**src/rtl/mips_controller_pkg.sv**
```systemverilog
// Shared constants for the 8-bit multicycle MIPS: opcodes, functs, ALU encodings, FSM states.
// MIPS_BNE_EN adds the BNEEX state for op 000101.
package mips_controller_pkg;

  localparam logic [5:0] OP_RTYPE = 6'b000000;
  localparam logic [5:0] OP_J     = 6'b000010;
  localparam logic [5:0] OP_BEQ   = 6'b000100;
  localparam logic [5:0] OP_BNE   = 6'b000101;
  localparam logic [5:0] OP_ADDI  = 6'b001000;
  localparam logic [5:0] OP_LB    = 6'b100000;
  localparam logic [5:0] OP_SB    = 6'b101000;

  localparam logic [5:0] FUNCT_ADD = 6'b100000;
  localparam logic [5:0] FUNCT_SUB = 6'b100010;
  localparam logic [5:0] FUNCT_AND = 6'b100100;
  localparam logic [5:0] FUNCT_OR  = 6'b100101;
  localparam logic [5:0] FUNCT_SLT = 6'b101010;

  localparam logic [2:0] ALUCONT_AND = 3'b000;
  localparam logic [2:0] ALUCONT_OR  = 3'b001;
  localparam logic [2:0] ALUCONT_ADD = 3'b010;
  localparam logic [2:0] ALUCONT_SUB = 3'b110;
  localparam logic [2:0] ALUCONT_SLT = 3'b111;

  typedef enum logic [1:0] {
    ALUOP_ADD   = 2'b00,
    ALUOP_SUB   = 2'b01,
    ALUOP_FUNCT = 2'b10
  } aluop_e;

  typedef enum logic [3:0] {
    S_FETCH1  = 4'd0,
    S_FETCH2  = 4'd1,
    S_FETCH3  = 4'd2,
    S_FETCH4  = 4'd3,
    S_DECODE  = 4'd4,
    S_MEMADR  = 4'd5,
    S_LBRD    = 4'd6,
    S_LBWR    = 4'd7,
    S_SBWR    = 4'd8,
    S_RTYPEEX = 4'd9,
    S_RTYPEWR = 4'd10,
    S_BEQEX   = 4'd11,
    S_JEX     = 4'd12,
    S_ADDIEX  = 4'd13,
    S_ADDIWR  = 4'd14
`ifdef MIPS_BNE_EN
    ,
    S_BNEEX   = 4'd15
`endif
  } state_e;

  // Everything the FSM decodes from its state register, before reset gating.
  typedef struct packed {
    logic       memread;
    logic       memwrite;
    logic       iord;
    logic [3:0] irwrite;
    logic       pcwrite;
    logic       branch;
    logic       branch_ne;
    logic [1:0] pcsource;
    logic       alusrca;
    logic [1:0] alusrcb;
    logic       regwrite;
    logic       regdst;
    logic       memtoreg;
    aluop_e     aluop;
  } ctrl_t;

  // The four fetch states differ only in which instruction-register byte they load.
  function automatic ctrl_t fetch_ctrl(input logic [3:0] byte_en);
    ctrl_t c;
    c         = '0;
    c.memread = 1'b1;
    c.irwrite = byte_en;
    c.alusrcb = 2'b01;
    c.pcwrite = 1'b1;
    return c;
  endfunction

endpackage

```
**src/rtl/mips_controller_alu_decoder.sv**
```systemverilog
// ALU decoder: maps the controller's aluop (and funct for R-type) onto the ALU's alucont.
module alu_decoder
  import mips_controller_pkg::*;
(
  input  aluop_e     aluop_i,
  input  logic [5:0] funct_i,
  output logic [2:0] alucont_o
);

  always_comb begin
    // NOTE: a default before the case keeps every path assigned, so no latch is inferred.
    alucont_o = ALUCONT_ADD;
    unique case (aluop_i)
      ALUOP_SUB:   alucont_o = ALUCONT_SUB;
      ALUOP_FUNCT: begin
        unique case (funct_i)
          FUNCT_ADD: alucont_o = ALUCONT_ADD;
          FUNCT_SUB: alucont_o = ALUCONT_SUB;
          FUNCT_AND: alucont_o = ALUCONT_AND;
          FUNCT_OR:  alucont_o = ALUCONT_OR;
          FUNCT_SLT: alucont_o = ALUCONT_SLT;
          default:   alucont_o = ALUCONT_ADD;
        endcase
      end
      default:     alucont_o = ALUCONT_ADD;
    endcase
  end

endmodule

```
**src/rtl/mips_controller.sv**
```systemverilog
// Multicycle MIPS control FSM: byte-wise fetch, decode, and per-instruction sequencing.
// Define MIPS_BNE_EN to support BNE (op 000101) through the BNEEX state.
module mips_controller
  import mips_controller_pkg::*;
(
  input  logic       clk,
  input  logic       reset_n,
  input  logic [5:0] op,
  input  logic [5:0] funct,
  input  logic       zero,
  output logic [2:0] alucont,
  output logic       memread,
  output logic       memwrite,
  output logic       iord,
  output logic [3:0] irwrite,
  output logic       pcen,
  output logic [1:0] pcsource,
  output logic       alusrca,
  output logic [1:0] alusrcb,
  output logic       regwrite,
  output logic       regdst,
  output logic       memtoreg
);

  state_e state_q, state_d;
  ctrl_t  ctrl;

  always_ff @(posedge clk or negedge reset_n) begin
    // NOTE: sequential state uses non-blocking assignment so all flops update together.
    if (!reset_n) state_q <= S_FETCH1;
    else          state_q <= state_d;
  end

  always_comb begin
    state_d = state_q;
    ctrl    = '0;
    unique case (state_q)
      S_FETCH1: begin ctrl = fetch_ctrl(4'b0001); state_d = S_FETCH2; end
      S_FETCH2: begin ctrl = fetch_ctrl(4'b0010); state_d = S_FETCH3; end
      S_FETCH3: begin ctrl = fetch_ctrl(4'b0100); state_d = S_FETCH4; end
      S_FETCH4: begin ctrl = fetch_ctrl(4'b1000); state_d = S_DECODE; end
      S_DECODE: begin
        ctrl.alusrcb = 2'b11;
        unique case (op)
          OP_LB, OP_SB: state_d = S_MEMADR;
          OP_RTYPE:     state_d = S_RTYPEEX;
          OP_BEQ:       state_d = S_BEQEX;
          OP_J:         state_d = S_JEX;
          OP_ADDI:      state_d = S_ADDIEX;
`ifdef MIPS_BNE_EN
          OP_BNE:       state_d = S_BNEEX;
`endif
          default:      state_d = S_FETCH1;
        endcase
      end
      S_MEMADR: begin
        ctrl.alusrca = 1'b1;
        ctrl.alusrcb = 2'b10;
        state_d      = (op == OP_LB) ? S_LBRD : S_SBWR;
      end
      S_LBRD: begin
        ctrl.memread = 1'b1;
        ctrl.iord    = 1'b1;
        state_d      = S_LBWR;
      end
      S_LBWR: begin
        ctrl.regwrite = 1'b1;
        ctrl.memtoreg = 1'b1;
        state_d       = S_FETCH1;
      end
      S_SBWR: begin
        ctrl.memwrite = 1'b1;
        ctrl.iord     = 1'b1;
        state_d       = S_FETCH1;
      end
      S_RTYPEEX: begin
        ctrl.alusrca = 1'b1;
        ctrl.aluop   = ALUOP_FUNCT;
        state_d      = S_RTYPEWR;
      end
      S_RTYPEWR: begin
        ctrl.regwrite = 1'b1;
        ctrl.regdst   = 1'b1;
        state_d       = S_FETCH1;
      end
      S_BEQEX: begin
        ctrl.alusrca  = 1'b1;
        ctrl.aluop    = ALUOP_SUB;
        ctrl.branch   = 1'b1;
        ctrl.pcsource = 2'b01;
        state_d       = S_FETCH1;
      end
`ifdef MIPS_BNE_EN
      S_BNEEX: begin
        ctrl.alusrca   = 1'b1;
        ctrl.aluop     = ALUOP_SUB;
        ctrl.branch_ne = 1'b1;
        ctrl.pcsource  = 2'b01;
        state_d        = S_FETCH1;
      end
`endif
      S_JEX: begin
        ctrl.pcwrite  = 1'b1;
        ctrl.pcsource = 2'b10;
        state_d       = S_FETCH1;
      end
      S_ADDIEX: begin
        ctrl.alusrca = 1'b1;
        ctrl.alusrcb = 2'b10;
        state_d      = S_ADDIWR;
      end
      S_ADDIWR: begin
        ctrl.regwrite = 1'b1;
        state_d       = S_FETCH1;
      end
      default: state_d = S_FETCH1;
    endcase
  end

  alu_decoder u_alu_decoder (
    .aluop_i   (ctrl.aluop),
    .funct_i   (funct),
    .alucont_o (alucont)
  );

  // Reset parks the FSM in FETCH1, whose strobes must not reach the datapath while reset_n is low.
  assign pcen     = reset_n & (ctrl.pcwrite | (ctrl.branch & zero) | (ctrl.branch_ne & ~zero));
  assign irwrite  = reset_n ? ctrl.irwrite : 4'b0000;
  assign regwrite = reset_n & ctrl.regwrite;
  assign memwrite = reset_n & ctrl.memwrite;

  assign memread  = ctrl.memread;
  assign iord     = ctrl.iord;
  assign pcsource = ctrl.pcsource;
  assign alusrca  = ctrl.alusrca;
  assign alusrcb  = ctrl.alusrcb;
  assign regdst   = ctrl.regdst;
  assign memtoreg = ctrl.memtoreg;

endmodule
```
**config.mk**
```make
export PLATFORM = sky130hd
export DESIGN_NAME = mips_controller
export DESIGN_NICKNAME = d
export VERILOG_FILES = /design/src/rtl/mips_controller_pkg.sv /design/src/rtl/mips_controller_alu_decoder.sv /design/src/rtl/mips_controller.sv
export SDC_FILE = /design/constraint.sdc
export NUM_CORES = 1
export LEC_CHECK = 0
export BUFFER_PORTS_ARGS = -buffer_cell sky130_fd_sc_hd__clkbuf_2
export CORE_AREA = 2 2 40 42
export DETAILED_ROUTE_END_ITERATION = 8
export DIE_AREA = 0 0 42 44
export GPL_ROUTABILITY_DRIVEN = 0
export PLACE_DENSITY = 0.81
export SETUP_SLACK_MARGIN = 0.4
export SLEW_MARGIN = 40
export SYNTH_ARGS = -nofsm -noshare
export SYNTH_HDL_FRONTEND = slang
export SYNTH_SLANG_ARGS = --single-unit
```
**constraint.sdc**
```tcl
create_clock -name clk -period 4.36 [get_ports clk]
set_input_delay 0.436 -clock clk [delete_from_list [all_inputs] [get_ports clk]]
set_output_delay 0.436 -clock clk [all_outputs]
set_load 0.03 [all_outputs]
```
# After elaboration in Yosys (flattened, before gate mapping)
# Cells that the tools add are included.
[classes]
bitwise = 5
n_reduce_logical = 10
eq_ne = 25
muxes = 19
[ops]
columns = ["operator", "count"]
rows = [
  ["equality test 6 bit (second input constant)", 6],
  ["one-hot mux 4 bit (9 select lines)", 1],
  ["equality test 4 bit (second input constant)", 7],
  ["one-hot mux 4 bit (5 select lines)", 1],
  ["equality test 4 x 3 -> 1 bit (second input constant)", 4],
  ["one-hot mux 4 bit (4 select lines)", 1],
  ["one-hot mux 3 bit (4 select lines)", 1],
  ["OR reduction 5 bit", 2],
  ["2-to-1 mux 1 bit", 9],
  ["equality test 4 x 2 -> 1 bit (second input constant)", 2],
  ["2-to-1 mux 4 bit", 2],
  ["one-hot mux 2 bit (2 select lines)", 2],
  ["OR reduction 4 bit", 2],
  ["equality test 6 x 2 -> 1 bit (second input constant)", 1],
  ["equality test 6 x 3 -> 1 bit (second input constant)", 1],
  ["equality test 6 x 4 -> 1 bit (second input constant)", 1],
  ["logical NOT 6 bit", 1],
  ["one-hot mux 2 bit (3 select lines)", 1],
  ["one-hot mux 3 bit (2 select lines)", 1],
  ["OR reduction 2 bit", 3],
  ["bitwise AND 1 bit", 4],
  ["equality test 4 x 1 -> 1 bit (second input constant)", 1],
  ["logical NOT 4 bit", 1],
  ["OR reduction 3 bit", 1],
  ["other kinds (3)", 3],
]
[totals]
in_bits = 15
out_inout_bits = 19
ff_bits = 4
word_cells = 60

# Longest topological paths before layout
[depth]
depth_word = 5
mapped_depth = 7
ltp_nobuf = 6

# Hierarchy
# Synthesis repeated with hierarchy kept, for this count alone.
[hier_totals]
cells_unflattened = 88
area_unflattened_um2 = 634.4
[by_module_without_submodules]
columns = ["module", "area_each_um2", "cells_each", "n_inst", "seq_area_each_um2"]
rows = [
  ["mips_controller", 515.5, 73, 1, 100.1],
  ["alu_decoder", 118.9, 15, 1, 0.0],
]

# Least setup slack after synthesis
# OpenSTA, ideal clock, no wires.
[synth_path]
kind = "reg-to-output"
from = "register state_q[2]"
to = "output alucont[0]"
path_buffers = 1
stages_incl_launch_ff = 6
path_slack_ns = 2.080
t_required_ns = 3.924
arrival_time_ns = 1.844
path_cell_list = "dfrtp_1 -> buf_4 -> nor2b_1 -> nand3_1 -> ha_1 -> nor3_1"
[synth_via]
elab_chain_len = 4
elab_cells_between_ends = 6
classes_between = "eq/ne: 4; mux: 2"
[synth_rtl]
columns = ["item", "line", "rtl"]
rows = [
  ["start: declaration", "mips_controller.sv:25", "state_e state_q, state_d;"],
  ["start signal: assignment", "mips_controller.sv:31", "else state_q <= state_d;"],
  ["equality test 4 bit", "mips_controller.sv:37", "unique case (state_q)"],
  ["one-hot mux 2 bit (2 select lines) (*)", "mips_controller.sv:37", ""],
  ["equality test 2 bit or equality test 2 x 1 -> 1 bit (tied branches)", "mips_controller_alu_decoder.sv:13", "unique case (aluop_i)"],
  ["one-hot mux 3 bit (2 select lines) (*)", "mips_controller_alu_decoder.sv:13", ""],
  ["end: declaration", "mips_controller.sv:11", "output logic [2:0] alucont,"],
]
# Mark *: on every way between the ends. The rest lies on a longest branch, timed or not.

# Worst setup path after layout
[layout_path]
from = "register state_q[3]"
to = "output alucont[0]"
# The elaborated chain is that of the path after synthesis.

==> metrics.txt <==
worst-path maximum fanout=16; crit path buf inv count=1; arrival time of the worst setup path=1.99 ns; CTS tree=done; Pre-antenna DRT Iters=4; # hold bufs at CTS=0; Crit Path Class=reg -> out; fmax=412 MHz; Flop pwr share=0.257; met1 WL=629 um; Slew Limit Headroom=0.691; post-route ant nets=0; VDD IR max=0.000315 V; share of cells above drive strength 1=0.364; vias in the first global route=646; 1st-iter DRT viols=17; Hold Vio Cnt, Final=0; Synth Instances=86; H-tree levels=1; CTS Buf Count=3; Async S/R FF share, synth=1.00; Logic pwr share=0.635; synth unique cells=36; unrepaired setup endpoints after global routing=no; total negative slack=0 ns; # IOs=34; Psw=244 uW; PD cells=539 mW/mm2; first-pass GRT wire length=2.50 mm; clk root buf=clkbuf_4; Seq/Total Area, Yosys=0.164; static leakage=0.383 nW; clk slew on worst S/H paths=0.04 ns; Hold Crit Class=in -> async; critical path launch point type=register; CP delay by family, top=flip-flops; Synth area leader=dfrtp_1; Mean Syn Cell Area=7.10 um2; worst slack at placement=2.16 ns; ant diodes=0; Via Count=743; top-area cell type share of the netlist area=0.164; core box area=0.00142 mm2; top layer in use=met3; synthesized net count=103; Detail Placement HPWL=1.20 mm; Non-Filler Instances=134; GRT Total Usage=0.177; Synth Flop Type=dfrtp_1; critical path depth in cells=5; part of the power in the clock network=0.108; Skew-Pair Late Insertion Delay=0.24 ns; Port Buffers=33; register with the highest flop count=state_q; biggest cell delay along the critical path=0.59 ns; sw frac=0.576; number of flops mapped to enable cells by yosys=0; DRC=0; global route overflow=0; CP max-delay cell=dfrtp_1; cell count after placement=131; DR WL met3=145 um; cell area after synthesis=611 um2; Seq cells post-synth=4; required time of the critical path=3.92 ns; Filler cells=139; Nets=137; Worst-Margin Slew=0.464 ns; final setup violation count=0; wire length per cell=11.1 um; Synth-to-Final Area Change=28.9%; metal2 WL=717 um; fin. max-slew vios=0; final wirelength=1.49 mm; Setup WS post-layout=1.93 ns; worst reg-to-reg path cell count=3; Die Wd=42 um; period utilization=0.556; fin crit period=2.43 ns; run status=complete, no violations; Clock Path Buffers=2; Max-Cap Viols=0; Rows=14; initial antenna violation count=0; post_cts resized=0; Initial Utilization=0.430; Int Pwr=180 uW; top cells by area, synth=dfrtp_1 16%, nor2_1 9.2%, a21oi_1 5.7%; Largest regs=state_q (4); skew final=0.00425 ns; most frequent cell after synthesis=nor2_1; cells along the critical path=nor2b_1 > nand3_1 > ha_1 > nor3_1 > clkbuf_2; Yosys warnings=0; setup bufs post-CTS=0; top cells by count, synth=15 x nor2_1, 9 x nand2_1, 7 x a21oi_1; largest net degree at the start of global routing=17; max reg flops=4; DIE HEIGHT=44 um; Setup crit end kind=output pin; Via-to-Cell Ratio=5.54; CTS sink count=4; Die Footprint=0.00185 mm2
-- cell usage in the layout, fill, tap and decap left out, types with 3 or more instances in the layout --
| cell | instances |
|---|---|
| nor2b_1 | 4 |
| nand2b_1 | 5 |
| dfrtp_1 | 4 |
| nand2_1 | 9 |
| clkbuf_2 | 33 |
| clkbuf_4 | 3 |
| nor2_1 | 15 |
| a21oi_1 | 7 |
| nand3_1 | 3 |
| inv_1 | 3 |
-- cell type report --
class / count / area, um2 / share of cell area
multi-input cells: 74 / 464 / 0.590
clock buffers: 3 / 22.5 / 0.0286
well taps: 16 / 20.0 / 0.0254
flip-flops and latches: 4 / 100 / 0.127
repair buffers: 33 / 165 / 0.210
inverters: 4 / 15.0 / 0.0191
-- worst paths after layout --
check / startpoint / end / slack [ns]
max in group asynchronous: reset_n / state_q[3] / 4.17
worst min register to register: state_q[3] / state_q[0] / 0.74
worst max register to register: state_q[0] / state_q[3] / 3.10
worst max-delay path: state_q[3] / alucont[0] / 1.93
worst min-delay path: reset_n / state_q[2] / 0.02
min in group clk: op[2] / state_q[1] / 0.59
-- metrics by stage --
stage / total power [mW] / hold slack [ns] / cell area, um2 / utilization
finish: 0.424 / 0.0244 / 787 / 0.555
CTS: 0.428 / 0.0231 / 787 / 0.555
global placement: 0.374 / 0.272 / 764 / 0.539
detailed placement: 0.379 / 0.278 / 764 / 0.539
global route: 0.462 / 0.0289 / 787 / 0.555
floorplan: 0.325 / 0.140 / 611 / -
-- power by group through the flow --
| stage | clock (mW) | sequential (mW) | combinational, mW |
|---|---|---|---|
| 6_report | 0.0459 | 0.109 | 0.269 |
| 3_5_place_dp | 0 | 0.109 | 0.270 |
| 5_1_grt | 0.0520 | 0.113 | 0.297 |
| 4_1_cts | 0.0479 | 0.108 | 0.272 |
| 3_3_place_gp | 0 | 0.107 | 0.267 |
| 2_1_floorplan | 0 | 0.0682 | 0.256 |
-- layer usage --
metal | track usage | vias to the layer above
li1 | - | 371
met1 | 0.208 | 339
met2 | 0.291 | 33
met3 | 0.0875 | 0
met4 | 0.0452 | 0
met5 | 0 | -
-- cells by family after synthesis --
group / Yosys count / share of synthesized area
XOR/XNOR: 1 / 0.0143
AND/OR/NAND/NOR: 52 / 0.484
buffers and inverters: 8 / 0.0758
adder cells (fa/ha/maj): 2 / 0.0410
flip-flops: 4 / 0.164
AO/OA/AOI/OAI: 19 / 0.221
(Power assumes the default switching activity.)
